### config.mk
export PLATFORM = sky130hd
export DESIGN_NAME = fc_acc_bank
export DESIGN_NICKNAME = d
export VERILOG_FILES = /design/src/rtl/fc_pkg.sv /design/src/rtl/fc_acc_bank_lane.sv /design/src/rtl/fc_acc_bank.sv
export SDC_FILE = /design/constraint.sdc
export NUM_CORES = 2
export LEC_CHECK = 0
export ABC_AREA = 1
export BUFFER_PORTS_ARGS = -buffer_cell sky130_fd_sc_hd__buf_2
export CAP_MARGIN = 20
export CORE_ASPECT_RATIO = 0.75
export CORE_MARGIN = 2
export CORE_UTILIZATION = 40
export DETAILED_ROUTE_END_ITERATION = 6
export GPL_TIMING_DRIVEN = 0
export PLACE_DENSITY_LB_ADDON = 0.15
export SLEW_MARGIN = 20
export SYNTH_ARGS = -nofsm -noshare
export SYNTH_HDL_FRONTEND = slang
export SYNTH_SLANG_ARGS = --single-unit
### constraint.sdc
create_clock -name i_clk -period 15.7 [get_ports i_clk]
set_input_delay 3.14 -clock i_clk [delete_from_list [all_inputs] [get_ports i_clk]]
set_output_delay 3.14 -clock i_clk [all_outputs]
set_load 0.01 [all_outputs]
### src/rtl/fc_pkg.sv
// Shared definitions for the FC accumulator bank: arithmetic modes, FSM states
// and the saturating adder used by the per-channel lanes.
package fc_pkg;

    localparam int ARITH_WRAP = 0;
    localparam int ARITH_SAT  = 1;
    localparam int SAT_W      = 64;

    typedef enum logic [1:0] {
        IDLE,
        ACC,
        DRAIN
    } state_t;

    // Operands arrive sign-extended to SAT_W bits; the caller keeps the low dw bits.
    function automatic logic [SAT_W-1:0] sat_add(input logic [SAT_W-1:0] a,
                                                 input logic [SAT_W-1:0] b,
                                                 input int dw);
        logic signed [SAT_W:0] s;
        logic signed [SAT_W:0] mx;
        logic signed [SAT_W:0] mn;
        logic signed [SAT_W:0] one;
        one = {{SAT_W{1'b0}}, 1'b1};
        s   = $signed({a[SAT_W-1], a}) + $signed({b[SAT_W-1], b});
        mx  = (one <<< (dw - 1)) - one;
        mn  = -mx - one;
        if (s > mx)
            s = mx;
        else if (s < mn)
            s = mn;
        return s[SAT_W-1:0];
    endfunction

endpackage

### src/rtl/fc_acc_bank_lane.sv
// One signed accumulator channel: load bias, add a partial sum, or hold.
module acc_lane
    import fc_pkg::*;
#(
    parameter int DATA_WIDTH = 32,
    parameter int ARITH_TYPE = ARITH_WRAP
) (
    input  logic                  i_clk,
    input  logic                  i_reset,
    input  logic                  i_load,
    input  logic                  i_add,
    input  logic [DATA_WIDTH-1:0] i_bias,
    input  logic [DATA_WIDTH-1:0] i_data,
    output logic [DATA_WIDTH-1:0] o_acc
);

    logic [DATA_WIDTH-1:0] r_acc;
    logic [DATA_WIDTH-1:0] w_sum;

    generate
        if (ARITH_TYPE == ARITH_SAT) begin : g_sat
            assign w_sum = DATA_WIDTH'(sat_add(SAT_W'($signed(r_acc)),
                                               SAT_W'($signed(i_data)), DATA_WIDTH));
        end else begin : g_wrap
            assign w_sum = r_acc + i_data;
        end
    endgenerate

    always_ff @(posedge i_clk or posedge i_reset) begin
        if (i_reset)
            r_acc <= '0;
        else if (i_load)
            r_acc <= i_bias;
        else if (i_add)
            r_acc <= w_sum;
    end

    assign o_acc = r_acc;

endmodule

### src/rtl/fc_acc_bank.sv
// Bank of NUM_CH signed accumulators: bias preload, NUM_TERMS handshaked
// partial-sum beats, serial drain of the results and argmax class report.
module fc_acc_bank
    import fc_pkg::*;
#(
    parameter  int DATA_WIDTH = 32,
    parameter  int NUM_CH     = 10,
    parameter  int NUM_TERMS  = 120,
    parameter  int ARITH_TYPE = ARITH_WRAP,
    localparam int IDX_W      = $clog2(NUM_CH)
) (
    input  logic                         i_clk,
    input  logic                         i_reset,
    input  logic                         i_start,
    input  logic [NUM_CH*DATA_WIDTH-1:0] i_bias_in,
    input  logic                         i_in_valid,
    input  logic [NUM_CH*DATA_WIDTH-1:0] i_in_data,
    output logic                         o_in_ready,
    output logic                         o_out_valid,
    input  logic                         i_out_ready,
    output logic [DATA_WIDTH-1:0]        o_out_data,
    output logic [IDX_W-1:0]             o_out_idx,
    output logic                         o_out_last,
    output logic [IDX_W-1:0]             o_class_idx,
    output logic                         o_class_valid,
    output logic                         o_busy
);

    localparam int               CNT_W     = (NUM_TERMS > 1) ? $clog2(NUM_TERMS) : 1;
    localparam logic [CNT_W-1:0] LAST_TERM = CNT_W'(NUM_TERMS - 1);
    localparam logic [IDX_W-1:0] LAST_CH   = IDX_W'(NUM_CH - 1);

    state_t r_state, w_next;
    logic   w_load, w_beat, w_take;

    logic [NUM_CH-1:0][DATA_WIDTH-1:0] w_acc;
    logic [DATA_WIDTH-1:0]             w_cur;
    logic                              w_better;

    logic [CNT_W-1:0]      r_cnt;
    logic [IDX_W-1:0]      r_ch;
    logic [DATA_WIDTH-1:0] r_best;
    logic [IDX_W-1:0]      r_bidx;
    logic [IDX_W-1:0]      r_class_idx;
    logic                  r_class_valid;

    for (genvar i = 0; i < NUM_CH; i++) begin : g_lane
        acc_lane #(
            .DATA_WIDTH(DATA_WIDTH),
            .ARITH_TYPE(ARITH_TYPE)
        ) u_lane (
            .i_clk  (i_clk),
            .i_reset(i_reset),
            .i_load (w_load),
            .i_add  (w_beat),
            .i_bias (i_bias_in[i*DATA_WIDTH +: DATA_WIDTH]),
            .i_data (i_in_data[i*DATA_WIDTH +: DATA_WIDTH]),
            .o_acc  (w_acc[i])
        );
    end

    always_ff @(posedge i_clk or posedge i_reset) begin
        if (i_reset)
            r_state <= IDLE;
        else
            r_state <= w_next;
    end

    always_comb begin
        w_next = r_state;
        w_load = 1'b0;
        w_beat = 1'b0;
        w_take = 1'b0;
        case (r_state)
            IDLE: begin
                if (i_start) begin
                    w_load = 1'b1;
                    w_next = ACC;
                end
            end
            ACC: begin
                if (i_in_valid) begin
                    w_beat = 1'b1;
                    if (r_cnt == LAST_TERM)
                        w_next = DRAIN;
                end
            end
            DRAIN: begin
                if (i_out_ready) begin
                    w_take = 1'b1;
                    if (r_ch == LAST_CH)
                        w_next = IDLE;
                end
            end
            default: w_next = IDLE;
        endcase
    end

    assign w_cur    = w_acc[r_ch];
    assign w_better = $signed(w_cur) > $signed(r_best);

    // Strict compare keeps the lower index on ties; channel 0 always seeds the tracker.
    always_ff @(posedge i_clk or posedge i_reset) begin
        if (i_reset) begin
            r_cnt         <= '0;
            r_ch          <= '0;
            r_best        <= '0;
            r_bidx        <= '0;
            r_class_idx   <= '0;
            r_class_valid <= 1'b0;
        end else begin
            r_class_valid <= 1'b0;
            if (w_load)
                r_cnt <= '0;
            else if (w_beat)
                r_cnt <= r_cnt + 1'b1;
            if (w_beat && r_cnt == LAST_TERM)
                r_ch <= '0;
            if (w_take) begin
                r_ch <= (r_ch == LAST_CH) ? '0 : r_ch + 1'b1;
                if (r_ch == '0 || w_better) begin
                    r_best <= w_cur;
                    r_bidx <= r_ch;
                end
                if (r_ch == LAST_CH) begin
                    r_class_idx   <= w_better ? r_ch : r_bidx;
                    r_class_valid <= 1'b1;
                end
            end
        end
    end

    assign o_in_ready    = (r_state == ACC);
    assign o_out_valid   = (r_state == DRAIN);
    assign o_out_data    = w_cur;
    assign o_out_idx     = r_ch;
    assign o_out_last    = (r_state == DRAIN) && (r_ch == LAST_CH);
    assign o_class_idx   = r_class_idx;
    assign o_class_valid = r_class_valid;
    assign o_busy        = (r_state != IDLE);

endmodule
==> flow_summary.ini <==
[worst_setup_path]
cp_data_required_time_ns = 12.56
r2r_end = r_best[10]
path_class = flop to primary output
cp_max_fo = 10
critPathLaunchType = flop
end_kind = primary output
worstPathArrival_ns = 3.91
rr_startpoint = o_out_idx[0]
reg2reg_depth = 21
r2r_slack_ns = 10.57

[clock_network]
cts_tree = yes
cts_resized = 0
clk_latency_ns = 0.66
cts_max_path_buffers = 3
clock-sinks = 374
cts_root_buf = clkbuf_16
h-tree-depth = 2
postCtsSetupBuffers = 0
ctsHoldBuffers = 0
clkSlewWorstSetupHoldPaths_ns = 0.06
cts_buffers = 50

[timing]
final.min_clock_period_ns = 7.05
maxSlewHeadroom_pct = 14.4
skew_ns = 0.0293
rsz0062_at_grt = false
finalSetupViolations = 0
fin_tns_setup_ns = 0
slew_viol_final = 0
timing.final.crit_share_pct = 44.9
hold_violations = 0
worst_pin_slew_ns = 1.28
fmax_ghz = 0.142
layout_setup_ws_ns = 8.65

[drt]
vias_per_cell = 5.98
postRouteWirelength_microns = 243000
ant_nets = 0
routed-wl-met3_microns = 34000
wl_met1_microns = 103000
drtIter0Drc = 7325
vias = 50700
avgRoutedWirePerCell_microns = 28.6
wl_met2_microns = 92300
drc = 13
drtPass1Iterations = 7
top_layer = met5

[place]
post-place-ws_ns = 9.53
dpl.hpwl_microns = 202000
io_buffer_count = 689
globalplace.congestion = 1.09
placed_area_sq_mm = 0.0442

[finish]
fillers = 10500
post-route-cell-area_sq_mm = 0.0461
areaGrowthSynthToFinish_pct = 18.5
nets = 8106
drive_above_1_share_pct = 13.1

[power]
p_leak_nw = 24.3
ir_drop_v = 0.000119
power_density_mw_per_mm2 = 257

[die]
start_util_pct = 40.2
die_w_microns = 364
die_h_microns = 274
num_rows = 99
io_pins = 690
coreArea_sq_mm = 0.0969
die-area_sq_mm = 0.0998

[status]
status = finished with violations
violations = DRC

[worst_hold_path]
hold_end = r_best[13]
hold_depth = 2
hold_path_class = flop to flop
min-delay-start = r_best[13]

[grt]
grt_pass1_wl_microns = 331000
grt-ovfl-total = 0
grt_pass1_vias = 44600
antenna_found_initial = 22
track_usage_pct = 46.9
grt_start_max_net_pins = 93

[logic_synthesis]
synth_edf_count = 0
async_flop_share_pct = 100
synth.yosys.warnings = 0
netlist_instances = 6354
synthDistinctLibCells = 48
ys.flop_type = dfrtp_1
syn-num-nets = 7355
syn_avg_cell_area_sq_um = 6.12
yosysSeqAreaShare_pct = 24.1
syn_area_sq_mm = 0.0389
ys_ff_latch = 374

[flow_run]
maxCapViolations = 0
## worst max-delay path by stage
| stage | depth (start not counted) | startpoint | endpoint | slack [ns] |
|---|---|---|---|---|
| final | 8 | o_out_idx[0] | o_out_data[11] | 8.65 |
| after CTS | 9 | o_out_idx[0] | o_out_data[26] | 8.84 |
| after floorplan | 1 | i_reset | g_lane[0].u_lane.o_acc[0] | 2.17 |
| after global routing | 7 | o_out_idx[1] | o_out_data[13] | 8.78 |
| after global placement | 2 | i_reset | g_lane[2].u_lane.o_acc[27] | -3.75 |
| after detailed placement | 9 | o_out_idx[0] | o_out_data[26] | 9.53 |
## state kept, by name, summed over array words and instances, names as in the netlist
name,count
g_lane.u_lane.o_acc,320
r_best,32
r_cnt,7
o_class_idx,4
o_out_idx,4
r_bidx,4
r_state,2
o_class_valid,1
## routing by layer
metal / GRT usage (%) / up-vias
met5: 0 / -
met4: 22.2 / 12
met3: 14.4 / 546
met2: 63.0 / 3415
met1: 67.2 / 24000
li1: - / 22700
## report_power, final
group / total, W / switching, W / internal [W] / leakage, nW
Sequential: 0.00227 / 0.000843 / 0.00142 / 4.60
Combinational: 0.00827 / 0.00588 / 0.00240 / 18.9
Clock: 0.00133 / 0.000559 / 0.000767 / 0.865
Total: 0.0119 / 0.00728 / 0.00459 / 24.3
## cells by family (layout without fill, tap and decap cells)
logic type / Yosys count / after routing / synth area share (%)
other: 0 / 17 / 0
AO/OA/AOI/OAI: 1436 / 1436 / 20.3
AND/OR/NAND/NOR: 3297 / 3297 / 34.6
buffers and inverters: 848 / 1640 / 8.47
flip-flops: 374 / 374 / 24.1
XOR/XNOR: 43 / 43 / 0.968
adder cells (fa/ha/maj): 356 / 356 / 11.6
## cell type report
type | instances | area (sq um) | area share [%]
diodes | 17 | 42.5 | 0.0923
plain buffers | 194 | 865 | 1.88
clock buffers | 66 | 1460 | 3.16
clock inverters | 27 | 338 | 0.733
inverters | 654 | 2460 | 5.34
multi-input cells | 5132 | 26300 | 57.0
flip-flops and latches | 374 | 9360 | 20.3
well taps | 1313 | 1640 | 3.56
repair buffers | 699 | 3660 | 7.95
## layout by cell type, fill, tap and decap left out, drive strengths merged, types with 17 or more instances in the layout
master / Yosys / final
a21o: 35 / 35
a21oi: 541 / 541
a31oi: 21 / 21
buf: 72 / 771
clkbuf: 122 / 188
dfrtp: 374 / 374
diode: 0 / 17
ha: 346 / 346
inv: 653 / 654
nand2: 1991 / 1991
nand3: 497 / 497
nand4: 45 / 45
nor2: 631 / 631
nor3: 70 / 70
o211ai: 34 / 34
o21ai: 598 / 598
o21bai: 65 / 65
o221ai: 49 / 49
o22ai: 61 / 61
or2: 42 / 42
xor2: 30 / 30
## Yosys cell counts (21+ instances only)
master    count  area (sq um)
o21bai_1     65           488
nand4_1      45           282
nand2_1    1976          7420
nand3_1     495          2480
ha_1        346          4330
or2_2        42           263
o21ai_0     586          2930
clkbuf_1    122           458
xor2_1       30           263
o22ai_1      61           382
buf_2        51           255
a21oi_1     540          2700
a21o_1       35           263
o221ai_1     49           429
nor3_1       70           350
inv_1       649          2440
a31oi_1      21           131
dfrtp_1     374          9360
o211ai_1     34           255
nor2_1      628          2360
## through the flow
step	total power, W	utilization (%)	cells	hold slack, ns
2_1_floorplan	0.00670	-	6354	0.442
3_3_place_gp	0.00995	45.4	8356	0.454
3_5_place_dp	0.0100	45.7	8364	0.459
4_1_cts	0.0114	47.5	8457	0.474
5_1_grt	0.0125	47.6	8464	0.490
6_report	0.0119	47.6	8476	0.476
## worst max-delay path, cell delays in order, from the launching register on
cell	delay, ns
dfrtp_1	0.47
buf_2	0.36
inv_2	0.19
buf_4	0.23
buf_2	0.25
a211oi_1	0.89
o21ai_0	0.34
nand3_1	0.27
buf_2	0.24
Note: power is estimated with default switching activity, not from simulation.
